`config.mk`:
```
export PLATFORM = sky130hd
export DESIGN_NAME = fetch_32
export DESIGN_NICKNAME = d
export VERILOG_FILES = /design/src/rtl/fetch_32.sv
export SDC_FILE = /design/constraint.sdc
export NUM_CORES = 1
export LEC_CHECK = 0
export ABC_CLOCK_PERIOD_IN_PS = 8150
export BUFFER_PORTS_ARGS = -buffer_cell sky130_fd_sc_hd__buf_2
export CAP_MARGIN = 40
export CELL_PAD_IN_SITES_DETAIL_PLACEMENT = 0
export CELL_PAD_IN_SITES_GLOBAL_PLACEMENT = 1
export CORE_ASPECT_RATIO = 2
export CORE_UTILIZATION = 37
export CTS_CLUSTER_SIZE = 28
export DETAILED_ROUTE_END_ITERATION = 8
export PLACE_DENSITY = 0.68
export SYNTH_ARGS = -nofsm -noshare
export SYNTH_HDL_FRONTEND = slang
export SYNTH_SLANG_ARGS = --single-unit
```
`constraint.sdc`:
```
create_clock -name clk_in -period 8.15 [get_ports clk_in]
set_input_delay 1.63 -clock clk_in [delete_from_list [all_inputs] [get_ports clk_in]]
set_output_delay 1.63 -clock clk_in [all_outputs]
set_load 0.005 [all_outputs]
```
`src/rtl/fetch_32.sv`:
```
// -----------------------------------------------------------------------------
// fetch_32 -- instruction fetch stage with a 2-entry prefetch FIFO.
//
// Issues word reads to instruction memory, queues the returned words together
// with their PCs, and presents the FIFO head to decode. A redirect (taken
// branch/jump) flushes the queue and restarts fetch at the new target. Any
// memory read still in flight at the time of a redirect is completed and its
// data thrown away.
//
// Handshakes:
//   imem: the request is held (imem_req_out=1, imem_addr_out stable) until the
//         cycle imem_ack_in=1; the ack may arrive in the first request cycle.
//         imem_data_in is only looked at in the ack cycle.
//   decode: insn_valid_out=1 with stall_in=0 consumes the head this cycle;
//           with stall_in=1 the head is held unchanged.
//
// Ports:
//   clk_in          clock, all state updates on the rising edge
//   reset_in        synchronous active-high reset
//   stall_in        decode cannot accept an instruction this cycle
//   redirect_in     flush and restart fetch at redirect_pc_in
//   redirect_pc_in  new fetch address (bits [1:0] ignored)
//   imem_req_out    instruction memory read request
//   imem_addr_out   instruction memory byte address (word aligned)
//   imem_ack_in     imem_data_in valid for the pending request
//   imem_data_in    instruction word from memory
//   insn_out        instruction at the FIFO head (0 when empty)
//   insn_pc_out     PC of insn_out (PC of last consumed entry when empty)
//   insn_valid_out  insn_out/insn_pc_out hold a real instruction
//   dbg_state       request FSM state (0 IDLE, 1 REQ, 2 DISCARD)
//   dbg_count       FIFO occupancy (0..2)
// -----------------------------------------------------------------------------
module fetch_32 #(
  parameter logic [31:0] RESET_PC = 32'h0000_0000
) (
  input  logic        clk_in,
  input  logic        reset_in,
  input  logic        stall_in,
  input  logic        redirect_in,
  input  logic [31:0] redirect_pc_in,
  output logic        imem_req_out,
  output logic [31:0] imem_addr_out,
  input  logic        imem_ack_in,
  input  logic [31:0] imem_data_in,
  output logic [31:0] insn_out,
  output logic [31:0] insn_pc_out,
  output logic        insn_valid_out,
  output logic [1:0]  dbg_state,
  output logic [1:0]  dbg_count
);

  typedef enum logic [1:0] {
    IDLE    = 2'd0,
    REQ     = 2'd1,
    DISCARD = 2'd2
  } state_t;

  state_t      state;
  logic [31:0] fetch_pc;

  // FIFO storage: two {insn, pc} slots addressed by 1-bit pointers.
  logic [31:0] fifo_insn [2];
  logic [31:0] fifo_pc   [2];
  logic        rd_ptr;
  logic        wr_ptr;
  logic [1:0]  count;
  logic [31:0] last_pc;

  logic        push;
  logic        pop;
  logic [31:0] redirect_target;

  // Masking (rather than slicing) keeps every bit of redirect_pc_in in use.
  assign redirect_target = redirect_pc_in & 32'hFFFF_FFFC;

  // Head of the FIFO is presented directly to decode.
  assign insn_valid_out = (count != 2'd0);
  assign insn_out       = insn_valid_out ? fifo_insn[rd_ptr] : 32'h0000_0000;
  assign insn_pc_out    = insn_valid_out ? fifo_pc[rd_ptr]   : last_pc;

  // A pop in a redirect cycle still counts as consumed by decode.
  assign pop  = insn_valid_out && !stall_in;
  // Only a live (non-discarded) request pushes, and a redirect drops the ack.
  assign push = (state == REQ) && imem_ack_in && !redirect_in;

  assign dbg_state = state;
  assign dbg_count = count;

  // ---------------------------------------------------------------------------
  // FIFO: occupancy, pointers, storage and the last consumed PC.
  // ---------------------------------------------------------------------------
  always_ff @(posedge clk_in) begin
    if (reset_in) begin
      count        <= 2'd0;
      rd_ptr       <= 1'b0;
      wr_ptr       <= 1'b0;
      last_pc      <= RESET_PC;
      fifo_insn[0] <= 32'h0000_0000;
      fifo_insn[1] <= 32'h0000_0000;
      fifo_pc[0]   <= RESET_PC;
      fifo_pc[1]   <= RESET_PC;
    end else begin
      if (pop) begin
        last_pc <= fifo_pc[rd_ptr];
      end

      if (redirect_in) begin
        // Flush: everything not consumed this cycle is thrown away.
        count  <= 2'd0;
        rd_ptr <= 1'b0;
        wr_ptr <= 1'b0;
      end else begin
        if (push) begin
          fifo_insn[wr_ptr] <= imem_data_in;
          fifo_pc[wr_ptr]   <= fetch_pc;
          wr_ptr            <= ~wr_ptr;
        end
        if (pop) begin
          rd_ptr <= ~rd_ptr;
        end
        case ({push, pop})
          2'b10:   count <= count + 2'd1;
          2'b01:   count <= count - 2'd1;
          default: count <= count;
        endcase
      end
    end
  end

  // ---------------------------------------------------------------------------
  // Request FSM with registered memory-side outputs.
  //   IDLE    : issue a request for fetch_pc when the FIFO has room.
  //   REQ     : hold the request until ack; push the word and advance.
  //   DISCARD : a redirect overtook the request; finish it and drop the data.
  // fetch_pc always tracks the next address to be fetched, so after a redirect
  // it already holds the target while imem_addr_out still shows the old
  // address being discarded.
  // ---------------------------------------------------------------------------
  always_ff @(posedge clk_in) begin
    if (reset_in) begin
      state         <= IDLE;
      fetch_pc      <= RESET_PC;
      imem_req_out  <= 1'b0;
      imem_addr_out <= RESET_PC;
    end else begin
      case (state)
        IDLE: begin
          if (redirect_in) begin
            fetch_pc <= redirect_target;
          end else if (count != 2'd2) begin
            // No push can happen while in IDLE, so a slot is guaranteed
            // to still be free when the ack arrives.
            state         <= REQ;
            imem_req_out  <= 1'b1;
            imem_addr_out <= fetch_pc;
          end
        end

        REQ: begin
          if (redirect_in) begin
            fetch_pc <= redirect_target;
            if (imem_ack_in) begin
              state        <= IDLE;
              imem_req_out <= 1'b0;
            end else begin
              // Keep the request up at the old address until memory answers.
              state <= DISCARD;
            end
          end else if (imem_ack_in) begin
            fetch_pc     <= fetch_pc + 32'd4;
            state        <= IDLE;
            imem_req_out <= 1'b0;
          end
        end

        DISCARD: begin
          // A further redirect only retargets; one discard still suffices.
          if (redirect_in) begin
            fetch_pc <= redirect_target;
          end
          if (imem_ack_in) begin
            state        <= IDLE;
            imem_req_out <= 1'b0;
          end
        end

        default: begin
          state        <= IDLE;
          imem_req_out <= 1'b0;
        end
      endcase
    end
  end

  // ---------------------------------------------------------------------------
  // Invariants.
  // ---------------------------------------------------------------------------
  a_count_range: assert property (@(posedge clk_in) disable iff (reset_in)
    count != 2'd3);

  a_no_push_when_full: assert property (@(posedge clk_in) disable iff (reset_in)
    !(push && count == 2'd2));

  a_req_held: assert property (@(posedge clk_in) disable iff (reset_in)
    (imem_req_out && !imem_ack_in) |=> (imem_req_out && $stable(imem_addr_out)));

endmodule
```
==> summary by stage <==
Die
The die height is 237 um. For this configuration, the core starts out at a cell density of 0.377. The total number of placement rows is 85. The x dimension of the die is 119 um. During I/O placement, the number of pins put on the boundary was 171. The core region is 27000 um2. The total die area is 28200 um2.

Power
The internal power component is 1780 uW. The power dissipated by switching net loads is 547 uW. The clock power share is 0.383.

The maximum vdd drop is 0.000103 V. Of the total power, combinational logic draws 0.072. The fraction of power spent switching nets is 0.235. The share of total power dissipated in sequential elements is 0.545. In this run the static leakage power is 0.00449 uW.

The total power density per cell area is 194 nW/um2.

Logic synthesis
Counting distinct cell types in the post-synthesis netlist gives 60. Of the post-synthesis cell area, the dominant cell type holds 0.366. The synthesized design contains 124 enable-type register cells. The post-synthesis average cell area is 10.1 um2.

The number of synthesized register bits is 222. After synthesis, the cell types taking the most area are sky130_fd_sc_hd__edfxtp_1 37%, sky130_fd_sc_hd__dfxtp_1 19%, sky130_fd_sc_hd__and2_1 7.6%, sky130_fd_sc_hd__mux2i_1 6.2%, sky130_fd_sc_hd__nor2_1 4.3%. By count the netlist is led by 124 x sky130_fd_sc_hd__and2_1, 124 x sky130_fd_sc_hd__edfxtp_1, 117 x sky130_fd_sc_hd__nor2_1. The async set-reset flop share out of synthesis is 0.

The library cell with the largest summed area after synthesis is sky130_fd_sc_hd__edfxtp_1. The post-synthesis instance area is 10200 um2. The most instantiated flip-flop cell in the synthesis netlist is sky130_fd_sc_hd__edfxtp_1.

The synthesized netlist cell count is 1006. Yosys printed 0 warnings. The register area share after synthesis is 0.559.

Hold path
The startpoint of the lowest-slack hold path is imem_addr_out[4]. The worst min-delay path category is reg -> reg. The worst hold path passes through 2 cells.

Routing
The remaining antenna violation count is 0. The iteration count of the initial detailed-routing pass is 4. After detailed routing, the average wire length per cell comes to 17.0 um. The final layout contains routed wiring with a total length of 25.3 mm.

The remaining routing DRC violations is 0. After the first detailed-routing iteration, the DRC count stood at 350. After detailed routing, the number of vias per cell comes to 5.10.

The via total after detailed routing is 7598.

Placed design
The number of cells in the design after placement is 1452. The post-placement cell area is 11400 um2. During placement, the flow inserted port buffers numbering 164. The congestion estimate from routability-driven global placement came to 0.796. The placed wire-length estimate is 16.9 mm.

Clock tree
The number of buffers inserted by hold repair at cts is 0. The number of cells upsized or downsized after cts is 0. The total CTS buffers is 21. The buffer cell driving the clock tree root is sky130_fd_sc_hd__clkbuf_16. The number of clock sinks seen by CTS is 222.

The CTS tree is built. The clock passes through at most 3 buffers. After clock tree synthesis, the setup repair step added 0 buffers. The register clock-pin slew on the reported worst setup and hold paths is 0.06 ns.

The insertion delay of the later-clocked pin in the worst-skew pair is 0.51 ns. The H-tree depth is 1.

STA
For this run, the top clock speed supported by timing is 0.262 GHz. The minimum clock period after layout is 3.81 ns. Setup violations remaining at the end of the flow were counted as 0. In the final timing run, aggregate negative setup slack is 0 ns. The ratio of final minimum period to clock period is 0.468. The transition time at the pin with the least slew margin is 0.896 ns. The final setup skew is 0.0185 ns. The total count of max-transition violations in the final report is 0.

The tightest hold path in the finished design has a slack of 0.453 ns. The worst slew margin relative to its limit is 0.400. Setup repair after global routing left no endpoint under its margin.

The hold violation count in the final report is 0.

Worst setup path
The worst register-to-register path has a setup slack of 5.43 ns. The worst path required time is 6.52 ns. In this design, the largest share of critical-path delay is due to buffers and inverters.

The capturing element of the worst setup path is insn_pc_out[7]. The maximum cell stage delay along the critical path is 0.33 ns. The worst register-to-register path ends at fetch_pc[17]. The combined buffer and inverter count along the critical path is 3. The maximum fanout count along the critical path is 47. In this run the critical register-to-register path is launched from dbg_state[0]. Measured in cells, the most critical reg-to-reg path has a length of 8. The worst setup path is launched from a flip-flop.

The critical path goes through buf_4 -> buf_16 -> mux2i_1 -> a21oi_1 -> buf_2. The type of element capturing the critical path is a primary output. In this run the number of cells on the critical path is 5. The cell with the largest stage delay on the worst path is sky130_fd_sc_hd__dfxtp_4. The kind of critical path is reg -> out. The critical path arrival is 2.18 ns.

GRT
The number of global-route vias before repair is 7326. For this run, the total global-route usage over all layers was measured as 0.181. The largest net degree at the start of global routing is 66. The number of antenna violations at the first check in global routing is 0. The layer with the highest usage after global routing is met2. The total congestion overflow after global routing is 0. The met3 track demand over resource is 0.0226. The met1 capacity usage during global routing is 0.206.

The wire length of the first global-routing pass is 40.3 mm. In the global route stage, met2 resource usage came out at 0.338.

Run status
The flow ran to the end, and the final reports show no timing, DRC or antenna violations.

Layout
The final non-filler cell total is 1489. The total inserted antenna cells is 0. The final design area excluding fillers is 12000 um2. The post-synthesis to final-layout area growth is 17.5%.

For this run, the share of the core covered by cells in the final layout is 0.442. The count of nets after finishing is 1203. Of the cells placed in the final design, the portion with a size suffix greater than 1 is 0.194.

Run
The number of maximum-capacitance constraint violations is 0.
## worst min path at each step
stage,to,slack [ns]
floorplan,imem_addr_out[10],0.45
detailed placement,imem_addr_out[10],0.45
global placement,imem_addr_out[10],0.44
CTS,imem_addr_out[29],0.46
global route,imem_addr_out[29],0.47
finish,imem_addr_out[4],0.45
## layout by cell type, fill, tap and decap left out, types with 15 or more instances in the layout
cell and instances:
sky130_fd_sc_hd__o21ai_0 21, sky130_fd_sc_hd__mux2i_1 63, sky130_fd_sc_hd__dfxtp_1 97, sky130_fd_sc_hd__and2_1 124, sky130_fd_sc_hd__clkbuf_16 21, sky130_fd_sc_hd__a211oi_1 36, sky130_fd_sc_hd__nand3_1 15, sky130_fd_sc_hd__nor2_1 115
sky130_fd_sc_hd__nand2_1 95, sky130_fd_sc_hd__a21oi_1 85, sky130_fd_sc_hd__edfxtp_1 124, sky130_fd_sc_hd__buf_2 163
## metrics by stage
stage	setup WS (ns)	power, uW
3_5_place_dp	4.18	1460
6_report	4.34	2320
3_3_place_gp	4.03	1450
4_1_cts	4.29	2360
2_1_floorplan	2.75	1380
5_1_grt	4.20	2430
## layer usage
metal / vias up / wire length, um
li1: 3799 / -
met1: 3576 / 9810
met2: 182 / 13600
met3: 41 / 1120
met4: 0 / 738
met5: - / 0
## cell type report
class | instances | area (um2)
multi-input combinational | 692 | 4160
clock buffer | 32 | 577
fill | 2671 | 15100
inverter | 9 | 33.8
timing repair buffer | 181 | 1030
tap | 348 | 435
clock inverter | 5 | 25.0
sequential | 222 | 5690
## worst reg2reg max path: stages, from the launching register on
cell and delay [ns]:
sky130_fd_sc_hd__dfxtp_1 0.45, sky130_fd_sc_hd__inv_1 0.11, sky130_fd_sc_hd__ha_1 0.29, sky130_fd_sc_hd__or3_1 0.38, sky130_fd_sc_hd__buf_4 0.25, sky130_fd_sc_hd__nor2_1 0.75, sky130_fd_sc_hd__o21ai_0 0.19, sky130_fd_sc_hd__o21ai_0 0.12
sky130_fd_sc_hd__o2bb2ai_1 0.12
## power by group through the flow
stage                     Combinational (uW)  Sequential (uW)  Clock (uW)
final                                    168             1270         890
after global routing                     189             1270         965
after CTS                                171             1270         920
after detailed placement                 170             1290           0
after global placement                   163             1290           0
after floorplan                          111             1270           0
## sequential cells by signal, summed over array words and instances (netlist names), named ones only
register and cells:
imem_req_out 1, dbg_state 2, fetch_pc 30, last_pc 30
wr_ptr 1, fifo_insn 64, rd_ptr 1, imem_addr_out 30
dbg_count 2, fifo_pc 60
## cells by family after synthesis
kind of cell	share of synthesized area
mux	0.0620
buf+inv	0.0386
simple gates	0.214
compound gates	0.114
fa+ha+maj	0.00861
flops	0.559
xor+xnor	0.00430
other cells	0.000369
No activity file was read; power rests on OpenSTA's default activity.
